[src/rtl/inst_fetch.sv]
// ---------------------------------------------------------------------------
// inst_fetch
//
// Purpose:
//   Single-outstanding instruction fetch unit. A PC handed over by the
//   upstream address generator is issued as one AXI4-Lite read. The returned
//   word is then presented to decode together with its PC and an error flag.
//   A redirect (flush_i) kills whatever fetch is in flight. A read that has
//   already been issued cannot be withdrawn, so its response is drained
//   silently before a new PC is accepted.
//
// Ports:
//   clock          in   1   rising-edge clock
//   reset          in   1   synchronous, active-high reset
//   valid_pre_i    in   1   upstream holds a valid fetch PC
//   ready_pre_o    out  1   unit can accept a PC (only when idle)
//   pc_i           in   32  fetch address from upstream
//   flush_i        in   1   redirect, kills any fetch in flight
//   arvalid_o      out  1   AXI read-address valid
//   arready_i      in   1   AXI read-address ready
//   araddr_o       out  32  AXI read address (latched PC)
//   rvalid_i       in   1   AXI read-data valid
//   rready_o       out  1   AXI read-data ready
//   rdata_i        in   32  AXI read data
//   rresp_i        in   2   AXI read response (non-zero = error)
//   valid_post_o   out  1   fetched instruction available to decode
//   ready_post_i   in   1   decode accepts the instruction
//   pc_o           out  32  PC of the delivered fetch
//   inst_o         out  32  instruction word (NOP on a bus error)
//   inst_err_o     out  1   delivered fetch had a bus error
// ---------------------------------------------------------------------------
module inst_fetch #(
  parameter logic [31:0] ERR_INST = 32'h0000_0013
) (
  input  logic        clock,
  input  logic        reset,
  input  logic        valid_pre_i,
  output logic        ready_pre_o,
  input  logic [31:0] pc_i,
  input  logic        flush_i,
  output logic        arvalid_o,
  input  logic        arready_i,
  output logic [31:0] araddr_o,
  input  logic        rvalid_i,
  output logic        rready_o,
  input  logic [31:0] rdata_i,
  input  logic [1:0]  rresp_i,
  output logic        valid_post_o,
  input  logic        ready_post_i,
  output logic [31:0] pc_o,
  output logic [31:0] inst_o,
  output logic        inst_err_o
);

  typedef enum logic [1:0] {
    IDLE,
    WAIT_AR,
    WAIT_R,
    WAIT_READY
  } state_t;

  state_t      r_state;
  state_t      w_nextState;
  logic        r_discard;
  logic        w_nextDiscard;
  logic [31:0] r_pc;
  logic [31:0] r_inst;
  logic        r_instErr;
  logic        w_accept;
  logic        w_capture;

  // State and discard-flag register.
  always_ff @(posedge clock) begin
    if (reset) begin
      r_state   <= IDLE;
      r_discard <= 1'b0;
    end else begin
      r_state   <= w_nextState;
      r_discard <= w_nextDiscard;
    end
  end

  // Next-state logic. The discard flag records that the read in flight
  // belongs to a killed fetch; being a single bit, any number of flushes
  // still leaves exactly one response to drain.
  always_comb begin
    w_nextState   = r_state;
    w_nextDiscard = r_discard;
    w_accept      = 1'b0;
    w_capture     = 1'b0;
    unique case (r_state)
      IDLE: begin
        if (valid_pre_i && !flush_i) begin
          w_accept    = 1'b1;
          w_nextState = WAIT_AR;
        end
      end
      WAIT_AR: begin
        // The address beat cannot be withdrawn once offered, so a flush
        // here only marks the eventual response for discarding.
        if (flush_i) begin
          w_nextDiscard = 1'b1;
        end
        if (arready_i) begin
          w_nextState = WAIT_R;
        end
      end
      WAIT_R: begin
        if (rvalid_i) begin
          if (flush_i || r_discard) begin
            w_nextState   = IDLE;
            w_nextDiscard = 1'b0;
          end else begin
            w_capture   = 1'b1;
            w_nextState = WAIT_READY;
          end
        end else if (flush_i) begin
          w_nextDiscard = 1'b1;
        end
      end
      WAIT_READY: begin
        if (flush_i || ready_post_i) begin
          w_nextState = IDLE;
        end
      end
      default: begin
        w_nextState   = IDLE;
        w_nextDiscard = 1'b0;
      end
    endcase
  end

  // Fetch datapath: the PC is captured on accept and the instruction on
  // the read beat. Neither changes while a delivery is pending, which keeps
  // araddr_o and the decode-side outputs stable without extra muxing.
  always_ff @(posedge clock) begin
    if (reset) begin
      r_pc      <= 32'h0;
      r_inst    <= 32'h0;
      r_instErr <= 1'b0;
    end else begin
      if (w_accept) begin
        r_pc <= pc_i;
      end
      if (w_capture) begin
        r_inst    <= (rresp_i != 2'b00) ? ERR_INST : rdata_i;
        r_instErr <= (rresp_i != 2'b00);
      end
    end
  end

  // Handshake outputs decode directly from the state.
  assign ready_pre_o  = (r_state == IDLE);
  assign arvalid_o    = (r_state == WAIT_AR);
  assign rready_o     = (r_state == WAIT_R);
  assign valid_post_o = (r_state == WAIT_READY);
  assign araddr_o     = r_pc;
  assign pc_o         = r_pc;
  assign inst_o       = r_inst;
  assign inst_err_o   = r_instErr;

endmodule

[config.mk]
export PLATFORM = sky130hd
export DESIGN_NAME = inst_fetch
export DESIGN_NICKNAME = d
export VERILOG_FILES = /design/src/rtl/inst_fetch.sv
export SDC_FILE = /design/constraint.sdc
export NUM_CORES = 1
export LEC_CHECK = 0
export CORE_ASPECT_RATIO = 0.5
export CORE_MARGIN = 2
export CORE_UTILIZATION = 30
export CTS_CLUSTER_DIAMETER = 120
export CTS_CLUSTER_SIZE = 24
export DETAILED_ROUTE_END_ITERATION = 10
export GPL_ROUTABILITY_DRIVEN = 0
export PLACE_DENSITY = 0.73
export SYNTH_ARGS = -nofsm -noshare
export SYNTH_HDL_FRONTEND = slang
export SYNTH_SLANG_ARGS = --single-unit
[constraint.sdc]
create_clock -name clock -period 2.05 [get_ports clock]
set_input_delay 0.41 -clock clock [delete_from_list [all_inputs] [get_ports clock]]
set_output_delay 0.41 -clock clock [all_outputs]
set_load 0.02 [all_outputs]
Word level (Yosys, flattened, before mapping)
Index checks and enable logic that the tools add are counted.

storage, ports and cells
  bits in registers = 68
  bits of input ports = 73
  logic and storage cells = 38

operators by class
  equality and inequality tests = 8
  muxes and demuxes = 16
  reductions and logical operators = 9

operator list
  operator            number
  $mux 32             1
  $mux 2              5
  $mux 1              8
  $pmux 2 s4          1
  $ne 2x1->1 const B  3
  $eq 2x2->1 const B  2
  $reduce_and 4->1    1
  $reduce_bool 2->1   2
  $ne 3x2->1 const B  1
  $eq 2x1->1 const B  1
  $logic_not 2->1     1
  $logic_or 1x1->1    2
  $ne 2x2->1 const B  1
  $pmux 1 s2          1
  $reduce_and 2->1    1
  $logic_and 1x1->1   1
  $logic_not 1->1     1

Logic depth before layout (Yosys ltp)
  word-level depth = 4
  gate-level depth with buffers = 8
  depth with buffers taken out = 6

Least setup slack after synthesis
OpenSTA, ideal clock, no wires.

  kind = reg2reg
  start = reg r_state[0]
  end = reg r_inst[21], in the netlist inst_o[21]
  library setup time = 0.117 ns
  data arrival time = 1.563 ns
  data required time = 1.933 ns
  path slack = 0.370 ns
  stages on the path, launching flop included = 9
  path buffers = 2
  period minus slack after synthesis = 1.680 ns
  cells stage by stage = dfxtp_1 -> inv_1 -> ha_1 -> and4bb_4 -> nand2_4 -> nor2_4 -> buf_6 -> buf_6 -> a22o_1

on the way
  word-level cells in the longest chain between the ends = 2

RTL lines
  what                    line  text
  from (decl)             62    state_t r_state;
  from (signal assigned)  78    r_state <= w_nextState;
  $eq 2x2->1              -
  via rready_o            45    output logic rready_o,
  $mux 1                  91    unique case (r_state)
  to (signal assigned)    146   r_inst <= (rresp_i != 2'b00) ? ERR_INST : rdata_i;
  to (decl)               67    logic [31:0] r_inst;

The timed path passes the listed nets, and every way through them passes these cells.
A chain may end at the register's enable or synchronous reset.

Final worst setup path
  start = reg r_state[1]
  end = out arvalid_o

on the way
  word-level cells in the longest chain between the ends = 1

RTL lines
  what        line  text
  $eq 2x1->1  154   assign arvalid_o = (r_state == WAIT_AR);
  to (decl)   41    output logic arvalid_o,

Every way passes these cells.

==> impl_metrics.ini <==
[outcome]
status = finished clean

[sta]
setup_viol = 0
fin_crit_sh_pct = 95.0
whs_ps = 467
slew_violations = 0
tightest_slew_ps = 431
rsz0062_at_grt = false
fin_crit_ps = 1950
relSlewSlack_pct = 71.0
finClkSkew_ps = 3.47
tns_ps = 0
fmax_mhz = 514
hold_viol = 0

[finish]
fillers = 820
multi_input_area_um2 = 916
synthToLayoutAreaGrowth_pct = 70.9
fin_cells = 546
design_area_um2 = 4490
seqCellArea_um2 = 1360
layout.cells.most_common_list = clkdlybuf4s50_1, dfxtp_1, nand2_1, a21oi_1, a22o_1
nets = 505
antenna_cells = 0
drive_above_1_share_pct = 4.66
final_common_cell = clkdlybuf4s50_1

[die]
die_h_um = 70.1
io_pins = 174
initial_core_util_pct = 30.6
die_w_um = 136
std_cell_rows = 24
coreArea_um2 = 8590
dieArea_um2 = 9560

[synth]
async_flop_share_pct = 0
yosys.area.top_type = dfxtp_1
synth.avg_cell_area_um2 = 9.21
synth.top_cell.area_share_pct = 51.9
synth_area_um2 = 2630
synthCells = 285
yosysUniqueCellTypes = 24
synthFlopType = dfxtp_1
yosys_register_bits = 68
synth_edf_count = 0
yosysSeqAreaShare_pct = 51.9
syn-num-nets = 363
synth_area_leaders = dfxtp_1, a22o_1, buf_4
ys.warnings.count = 0

[routing]
vias = 2437
post-route-drc-count = 0
dr.pass1.iters = 4
drt_wl_total_mm = 7.77
drt-wirelength-per-cell_um = 14.2
drt_iter0_drc = 96
viasPerCell = 4.46
postRouteAntennaNets = 0

[setup_path]
end_kind = output pin
cp-start-kind = flip-flop
worstPathRequired_ps = 1640
worst-setup-path-type = flip-flop to output pin
arrival_ps = 1540
crit_fanout = 7

[grt]
antenna_found_initial = 0
grt_max_degree = 33
grt_pass1_wl_mm = 11.8
grt_pass1_vias = 2308
grt_use_total_pct = 16.0
grt-ovfl-total = 0

[clocking]
clkTransAtPathRegs_ps = 50
htree_levels = 3
cts_setup_buffers = 0
root_buffer = clkbuf_16
clockBufferDepth = 2
cts_buffers = 9
clk_latency_ps = 320
cts.sinks = 68
cts_tree = built

[power]
p_total_uw = 3910
power_leakage_uw = 0.00166
peakVddDrop_mv = 0.422
powerDensity_nw_per_um2 = 872

[flow_run]
max_cap_viol_count = 0

[place]
io_buffers = 173
postPlaceCellArea_um2 = 4250
placed_cells = 533
post-dp-hpwl_mm = 5.86

[worst_hold_path]
hp-class = flip-flop to flip-flop
-- flip-flops by register name (all words and copies together), names as in the netlist --
register,count
araddr_o,32
inst_o,32
r_state,2
inst_err_o,1
r_discard,1
-- where the power goes --
group	switching, µW	leakage (µW)	internal (µW)
Sequential	85.2	0.000552	1430
Combinational	567	0.000994	553
Clock	482	0.000116	797
Total	1130	0.00166	2780
-- path summary, 6_finish.rpt --
path                       end  depth (start not counted)  slack (ps)    startpoint
hold / removal    araddr_o[12]                          2         470  araddr_o[12]
setup / recovery     arvalid_o                          3         100    r_state[1]
setup reg to reg    r_state[0]                          6         330    r_state[0]
hold reg to reg   araddr_o[12]                          2         470  araddr_o[12]
-- final cells by class --
| class | instances | area share, % |
|---|---|---|
| Inverter | 4 | 0.335 |
| Sequential cell | 68 | 30.4 |
| Tap cell | 117 | 3.26 |
| Clock buffer | 13 | 5.35 |
| Timing Repair Buffer | 180 | 40.3 |
| Multi-Input combinational cell | 164 | 20.4 |
-- routing by layer --
layer / global-route usage (%) / routed length, µm / vias up
li1: - / - / 1208
met1: 17.6 / 3080 / 1184
met2: 29.9 / 4410 / 36
met3: 4.65 / 210 / 9
met4: 4.63 / 78 / 0
met5: 0 / 0 / -
-- cell usage after synthesis, types with 2 or more instances --
library cell and number:
dfxtp_1 68, nand2_1 64, a21oi_1 36, buf_4 32
a22o_1 29, nor2_1 11, clkbuf_1 9, buf_2 5
ha_1 5, inv_1 4, buf_6 3, nor3_1 3
o21ai_0 3, nor2b_1 2, or3_1 2
-- critical path: stages (launching register included) --
cell,delay [ps]
dfxtp_2,350
inv_1,80
ha_1,170
clkdlybuf4s50_1,620
-- cell families (layout without fill, tap and decap cells) --
family | Yosys count | after routing | share of synthesized area (%)
AND/OR/NAND/NOR | 87 | 87 | 14.2
AO/OA/AOI/OAI | 72 | 72 | 18.4
flip-flops | 68 | 68 | 51.9
buffers and inverters | 53 | 197 | 13.3
adder cells (fa/ha/maj) | 5 | 5 | 2.38
-- timing repair --
item | in CTS | in global routing
resized for setup | 2 | 1
hold buffers | 0 | 0
hold endpoints to repair | 0 | 0
setup endpoints to repair | 2 | 2
-- stage by stage --
stage / util (%) / setup slack, ps
3_5_place_dp: 49.5 / 110
2_1_floorplan: - / 370
4_1_cts: 52.2 / 9.85
3_3_place_gp: 49.5 / 143
5_1_grt: 52.2 / 44.9
6_report: 52.2 / 103
(Power assumes the default switching activity.)
